<file path="config.mk">
export PLATFORM = sky130hd
export DESIGN_NAME = snake_dir_scheduler
export DESIGN_NICKNAME = d
export VERILOG_FILES = /design/src/rtl/snake_dir_scheduler.sv
export SDC_FILE = /design/constraint.sdc
export NUM_CORES = 1
export LEC_CHECK = 0
export CAP_MARGIN = 20
export CORE_AREA = 2 2 48 50
export CTS_BUF_LIST = sky130_fd_sc_hd__clkbuf_4 sky130_fd_sc_hd__clkbuf_8
export DETAILED_ROUTE_END_ITERATION = 10
export DIE_AREA = 0 0 50 52
export GPL_ROUTABILITY_DRIVEN = 1
export GPL_TIMING_DRIVEN = 0
export PLACE_DENSITY = 0.79
export SYNTH_ARGS = -nofsm -noshare
export SYNTH_HDL_FRONTEND = slang
export SYNTH_SLANG_ARGS = --single-unit
</file>
<file path="constraint.sdc">
create_clock -name clk -period 3.7 [get_ports clk]
set_input_delay 0.37 -clock clk [delete_from_list [all_inputs] [get_ports clk]]
set_output_delay 0.37 -clock clk [all_outputs]
set_load 0.01 [all_outputs]
</file>
<file path="src/rtl/snake_dir_scheduler.sv">
// snake_dir_scheduler: filters W/A/S/D make codes into 2-bit direction
// commands, queues the legal ones and releases one per game tick.
// Optional build macro: PAUSE_KEY_EN (space make toggles a tick-freezing pause).
module snake_dir_scheduler #(
    parameter int QDEPTH = 4,
    parameter int CW     = $clog2(QDEPTH + 1)
) (
    input  logic          clk,
    input  logic          reset_n,
    input  logic          key_valid,
    input  logic          make_break,
    input  logic [7:0]    key_code,
    input  logic          tick,
    output logic [1:0]    dir,
    output logic          dir_update,
    output logic [CW-1:0] queue_count,
    output logic          dropped,
    output logic          paused
);
    localparam int PW = (QDEPTH > 1) ? $clog2(QDEPTH) : 1;

    logic [1:0]    r_fifo [QDEPTH];
    logic [PW-1:0] r_wr_ptr, r_rd_ptr;
    logic [CW-1:0] r_count;
    logic [1:0]    r_dir;
    logic          r_dir_update;
    logic          r_dropped;

    logic          w_is_dir;
    logic [1:0]    w_new;
    logic          w_accept;
    logic [PW-1:0] w_tail_ptr;
    logic [1:0]    w_ref;
    logic          w_nonempty, w_full;
    logic          w_tick, w_pop, w_reject, w_push;

    // Scan code to direction: W=up, D=right, S=down, A=left
    always_comb begin
        w_is_dir = 1'b1;
        w_new    = 2'b00;
        case (key_code)
            8'h1D:   w_new = 2'b00;
            8'h23:   w_new = 2'b01;
            8'h1B:   w_new = 2'b10;
            8'h1C:   w_new = 2'b11;
            default: w_is_dir = 1'b0;
        endcase
    end

`ifdef PAUSE_KEY_EN
    logic r_paused;
    logic w_pause_key;
    assign w_pause_key = key_valid & make_break & (key_code == 8'h29);
    // Space make toggles pause; ticks are frozen while paused
    always_ff @(posedge clk) begin
        if (!reset_n)        r_paused <= 1'b0;
        else if (w_pause_key) r_paused <= ~r_paused;
    end
    assign w_tick = tick & ~r_paused;
    assign paused = r_paused;
`else
    assign w_tick = tick;
    assign paused = 1'b0;
`endif

    assign w_accept   = key_valid & make_break & w_is_dir;
    assign w_nonempty = (r_count != '0);
    assign w_full     = (r_count == CW'(QDEPTH));
    assign w_tail_ptr = r_wr_ptr - PW'(1);
    // New presses are judged against the last queued move, not the live one,
    // so a queued burst cannot contain a 180-degree turn
    assign w_ref      = w_nonempty ? r_fifo[w_tail_ptr] : r_dir;
    assign w_pop      = w_tick & w_nonempty;
    assign w_reject   = w_accept & ((w_new == w_ref) ||
                                    ((w_new[0] == w_ref[0]) && (w_new[1] != w_ref[1])) ||
                                    (w_full && !w_pop));
    assign w_push     = w_accept & ~w_reject;

    // FIFO storage; contents are don't-care once pointers are cleared
    always_ff @(posedge clk) begin
        if (w_push) r_fifo[r_wr_ptr] <= w_new;
    end

    // Pointers, occupancy, applied direction and output pulses
    always_ff @(posedge clk) begin
        if (!reset_n) begin
            r_wr_ptr     <= '0;
            r_rd_ptr     <= '0;
            r_count      <= '0;
            r_dir        <= 2'b01;
            r_dir_update <= 1'b0;
            r_dropped    <= 1'b0;
        end else begin
            if (w_push) r_wr_ptr <= r_wr_ptr + PW'(1);
            if (w_pop) begin
                r_rd_ptr <= r_rd_ptr + PW'(1);
                r_dir    <= r_fifo[r_rd_ptr];
            end
            case ({w_push, w_pop})
                2'b10:   r_count <= r_count + CW'(1);
                2'b01:   r_count <= r_count - CW'(1);
                default: r_count <= r_count;
            endcase
            r_dir_update <= w_tick;
            r_dropped    <= w_reject;
        end
    end

    assign dir         = r_dir;
    assign dir_update  = r_dir_update;
    assign dropped     = r_dropped;
    assign queue_count = r_count;
endmodule

</file>
Word level (Yosys, flattened, before mapping)
Memories as Yosys holds them, arrays and structs flattened. A register that Yosys moved wholly into a read port is not among the register bits. Index checks and enable logic that the tools add are counted.

$add $sub $neg: 5. Mux-type cells: 6. Bitwise operators: 6. Reduce and logical (&&, ||, !) cells: 9. Eq/ne operators: 10.

Operators with widths (number): $eq A8 B5 Y1 const B (3); $eq A8 B6 Y1 const B (1); $pmux W2 S3 (1); $pmux W3 S2 (1); $and A1 B1 Y1 (5); $add A2 B1 Y2 const B (2); $reduce_or A4 Y1 (1); $add A3 B1 Y3 const B (1); $eq A3 B3 Y1 const B (1); $mux W1 (3); $reduce_bool A3 Y1 (1); $sub A3 B1 Y3 const B (1); $eq A2 B1 Y1 const B (1); $eq A2 B2 Y1 (1); $eq A2 B2 Y1 const B (1); $logic_and A1 B1 Y1 (2); $logic_not A1 Y1 (2); $logic_or A1 B1 Y1 (2); $mux W2 (1); $reduce_bool A2 Y1 (1); $sub A2 B1 Y2 const B (1); $eq A1 B1 Y1 (1); $ne A1 B1 Y1 (1); $not A1 Y1 (1).

Memory bits (writable): 8. Register bits: 9. Output and inout bits: 8. Logic and storage cells: 42. Memories: 1. Bits of input ports: 13.

Memories: r_fifo (depth 4, bits a word 2, read ports 2, clocked after Yosys merged registers in 1, wr ports 1, RTL line 22) `logic [1:0] r_fifo [QDEPTH];`.

Depth between registers and ports, before layout
An unclocked memory read counts as a cell.

Depth in word-level cells: 12. Mapped depth: 13. Gate-level depth less buffers: 13.

Worst setup path before layout
Ideal clock, no wire load.

Path kind: reg2reg. Start point: register r_wr_ptr[0]. End point: register r_count[2], in the netlist queue_count[2]. Library setup time: 0.070 ns. Data arrival time: 2.752 ns. Path buffers: 0. Slack: 0.878 ns. Data required time: 3.630 ns. Period minus slack after synthesis: 2.822 ns. Stages on the path, launching flop included: 14. Path through: dfxtp_1 inv_1 ha_1 mux4_2 mux2i_2 or3_1 a21oi_2 inv_1 ha_1 inv_1 fa_1 xor2_1 or3_1 a21oi_1.

Longest elaborated chain between the ends: 12. Elaborated cells between the ends (all ways): 16. Classes of those cells: add/sub (1); eq/ne (5); mux (2); bitwise (3); reduce/logical (4); memory (1).

Ends and longest elaborated chain: start: declaration (RTL line 23) `logic [PW-1:0] r_wr_ptr, r_rd_ptr;`; start signal: assignment (RTL line 94) `if (w_push) r_wr_ptr <= r_wr_ptr + PW'(1);`; $sub A2 B1 Y2 * (RTL line 69) `assign w_tail_ptr = r_wr_ptr - PW'(1);`; net w_tail_ptr[0] (RTL line 32) `logic [PW-1:0] w_tail_ptr;`; $mem_v2 Z4 W2 *; $mux W2 * (RTL line 72) `assign w_ref = w_nonempty ? r_fifo[w_tail_ptr] : r_dir;`; $eq A1 B1 Y1 / $ne A1 B1 Y1 (equally long branches) (RTL line 75) `((w_new[0] == w_ref[0]) && (w_new[1] != w_ref[1])) ||`; $logic_and A1 B1 Y1 (RTL line 75); $logic_or A1 B1 Y1 * (RTL line 74) `assign w_reject = w_accept & ((w_new == w_ref) ||`; $logic_or A1 B1 Y1 * (RTL line 75); $and A1 B1 Y1 * (RTL line 74); $not A1 Y1 * (RTL line 77) `assign w_push = w_accept & ~w_reject;`; $and A1 B1 Y1 * (RTL line 77); $eq A2 B1 Y1 / $eq A2 B2 Y1 (equally long branches) (RTL line 99) `case ({w_push, w_pop})`; $pmux W3 S2 / $reduce_bool A2 Y1 (equally long branches); end signal: assignment (RTL line 100) `2'b10: r_count <= r_count + CW'(1);`; end signal: assignment (RTL line 101) `2'b01: r_count <= r_count - CW'(1);`; end signal: assignment (RTL line 102) `default: r_count <= r_count;`; end: declaration (RTL line 24) `logic [CW-1:0] r_count;`.

Mark *: on every way through the listed nets, which the timed path passes. The rest lies on a longest branch. A chain may end at the register's enable or synchronous reset.

Final worst setup path
Same ends and word-level chain as after synthesis.

==> flow_summary.json <==
{
  "status": "finished, final reports clean",
  "synth_ff_type": "dfxtp_1",
  "worst_pin_slew_ns": 1.07,
  "synth-edff-count": 8,
  "final_cell_mix": "clkdlybuf4s50_1 (19), dfxtp_1 (11), edfxtp_1 (8)",
  "vias_per_cell": 5.59,
  "clk_pin_slew_ns": 0.11,
  "die_y_um": 52,
  "clk-insertion-delay-late_ns": 0.29,
  "multiInputGateArea_sq_um": 553,
  "r2r_cells": 13,
  "root_buffer": "clkbuf_4",
  "syn_area_per_cell_sq_um": 10.9,
  "portBuffers": 19,
  "max_cap_violations": 0,
  "grt_setup_unrepaired": "false",
  "wirelength_mm": 1.97,
  "crit_arrival_ns": 3.44,
  "r2r_end": "queue_count[2]",
  "n_antenna_cell": 0,
  "chipWidth_um": 50,
  "antenna_found_initial": 0,
  "crit_path_end": "queue_count[2]",
  "numCtsBuffers": 3,
  "core_area_sq_mm": 0.00211,
  "skew_ns": 0.00145,
  "ys_types": 41,
  "gr-usage-met1_pct": 19.5,
  "grtUsageMet2_pct": 31.1,
  "regArea_sq_um": 460,
  "drt_iter0_markers": 13,
  "hold_viol_final": 0,
  "ir_drop_v": 0.000125,
  "relSlewSlack_pct": 27.2,
  "reg2reg_slack_ns": 0.49,
  "p_per_area_mw_per_mm2": 269,
  "synthToLayoutAreaGrowth_pct": 24.0,
  "max_freq_mhz": 311,
  "setup-violations-final": 0,
  "period_share_pct": 86.8,
  "async_flop_share_pct": 0,
  "first_pass_iters": 4,
  "rows": 17,
  "fillers": 165,
  "post_cts_buffers": 0,
  "cp-end-kind": "flip-flop",
  "stdcell_area_sq_mm": 0.00130,
  "place_congestion": 0.813,
  "vias": 822,
  "crit_path_start_kind": "flip-flop",
  "cts_tree": "done",
  "grt_use_total_pct": 16.8,
  "place_area_sq_mm": 0.00128,
  "wl_per_cell_um": 13.4,
  "cts_resized": 0,
  "final_common_cell": "clkdlybuf4s50_1",
  "path_class": "flip-flop to flip-flop",
  "grt_busiest_layer": "met2",
  "p_leak_nw": 0.444,
  "finalCriticalPeriod_ns": 3.21,
  "crit_path_start": "r_wr_ptr[0]",
  "synth-seq-cells": 19,
  "cts_hold_buf": 0,
  "slew_violations": 0,
  "drtAntennaViolNets": 0,
  "grt_pass1_vias": 779,
  "synthCells": 96,
  "grt_overflow": 0,
  "crit_fanout": 6,
  "yosysWarningCount": 0,
  "synth_area_sq_mm": 0.00105,
  "synth_fp_nets": 115,
  "cts.sinks": 19,
  "drive_above_1_share_pct": 10.9,
  "max-clock-path-buffers": 2,
  "grt_max_degree": 12,
  "ios": 21,
  "initial_utilization_pct": 49.9,
  "htree_levels": 1,
  "tns_ns": 0,
  "dpl.hpwl_mm": 1.56,
  "critical_path_required_ns": 3.93,
  "gr-usage-met3_pct": 2.01,
  "nets": 139,
  "route.detailed.drc": 0,
  "hp-class": "flip-flop to flip-flop",
  "grt_pass1_wl_mm": 3.33,
  "r2r_start": "r_wr_ptr[0]",
  "seq_area_frac_synth_pct": 43.8,
  "die_area_sq_mm": 0.00260
}
==> power by group <==
group,leakage (nW),total [mW],internal [mW],switching (mW)
registers,0.171,0.218,0.217,0.000629
logic,0.256,0.0306,0.0183,0.0123
clock network,0.0177,0.102,0.0401,0.0619
==> worst min-delay path by stage <==
stage	cells after the start	startpoint	endpoint
final	2	dir[1]	dir[1]
after CTS	2	dir[1]	dir[1]
after global placement	2	dir[1]	dir[1]
after detailed placement	2	dir[1]	dir[1]
after global routing	2	dir[1]	dir[1]
after floorplan	1	reset_n	dir[0]
==> layer usage <==
layer | wire [um] | share of wire, % | up-vias
met5 | 0 | 0 | -
met4 | 21 | 1.1 | 0
met3 | 66 | 3.4 | 2
met2 | 1030 | 52 | 25
met1 | 847 | 43 | 394
li1 | - | - | 401
==> cell usage after synthesis (2+ instances only) <==
cell	instances	area (sq um)
a21oi_1	6	30.0
and2_1	5	31.3
dfxtp_1	11	220
edfxtp_1	8	240
ha_1	5	62.6
inv_1	7	26.3
mux2i_1	2	20.0
mux4_2	3	67.6
nand2_1	3	11.3
nand3b_1	2	15.0
nand4_1	2	12.5
nor2_1	6	22.5
nor3_1	2	10.0
o21ai_0	2	10.0
o31ai_1	2	15.0
or3_1	3	18.8
xor2_1	3	26.3
==> final cells by class <==
type / instances / area share, %
Multi-Input combinational cell: 68 / 42.4
Sequential cell: 19 / 35.3
Clock buffer: 3 / 1.73
Buffer: 2 / 0.864
Clock inverter: 1 / 0.384
Tap cell: 28 / 2.69
Timing Repair Buffer: 19 / 14.6
Inverter: 7 / 2.02
==> cell families (layout without fill, tap and decap cells) <==
logic type,count (synthesis),in the layout,share of synthesized area [%]
XOR/XNOR,4,4,3.33
AND/OR/NAND/NOR,34,34,20.2
flip-flops,19,19,43.8
other,1,1,0.357
AO/OA/AOI/OAI,17,17,11.2
multiplexers,6,6,9.64
buffers and inverters,9,32,3.57
adder cells (fa/ha/maj),6,6,7.86
==> flip-flops by register name, summed over array words and instances, names as in the netlist <==
name         cells
dropped          1
dir              2
dir_update       1
r_wr_ptr         2
queue_count      3
r_rd_ptr         2
r_fifo           8
==> worst max-delay path, cell delays in order, from the launching register on <==
cell	delay, ns
dfxtp_1	0.47
inv_1	0.14
ha_1	0.35
mux4_2	0.31
mux2i_2	0.32
or3_1	0.20
a21oi_2	0.08
inv_1	0.07
ha_1	0.17
inv_1	0.06
fa_1	0.39
xor2_1	0.16
or3_1	0.30
a21oi_1	0.13
==> per-stage QoR <==
stage               utilization, %  instances  hold WS (ns)  total power [mW]  setup slack (ns)
global placement              60.6        143         0.473             0.253             0.415
finish                        61.9        147         0.510             0.351             0.487
CTS                           61.9        147         0.517             0.353             0.539
global route                  61.9        147         0.541             0.364             0.251
detailed placement            60.6        143         0.488             0.253             0.345
floorplan                        -         96         0.432             0.234             0.878
(Power assumes the default switching activity.)
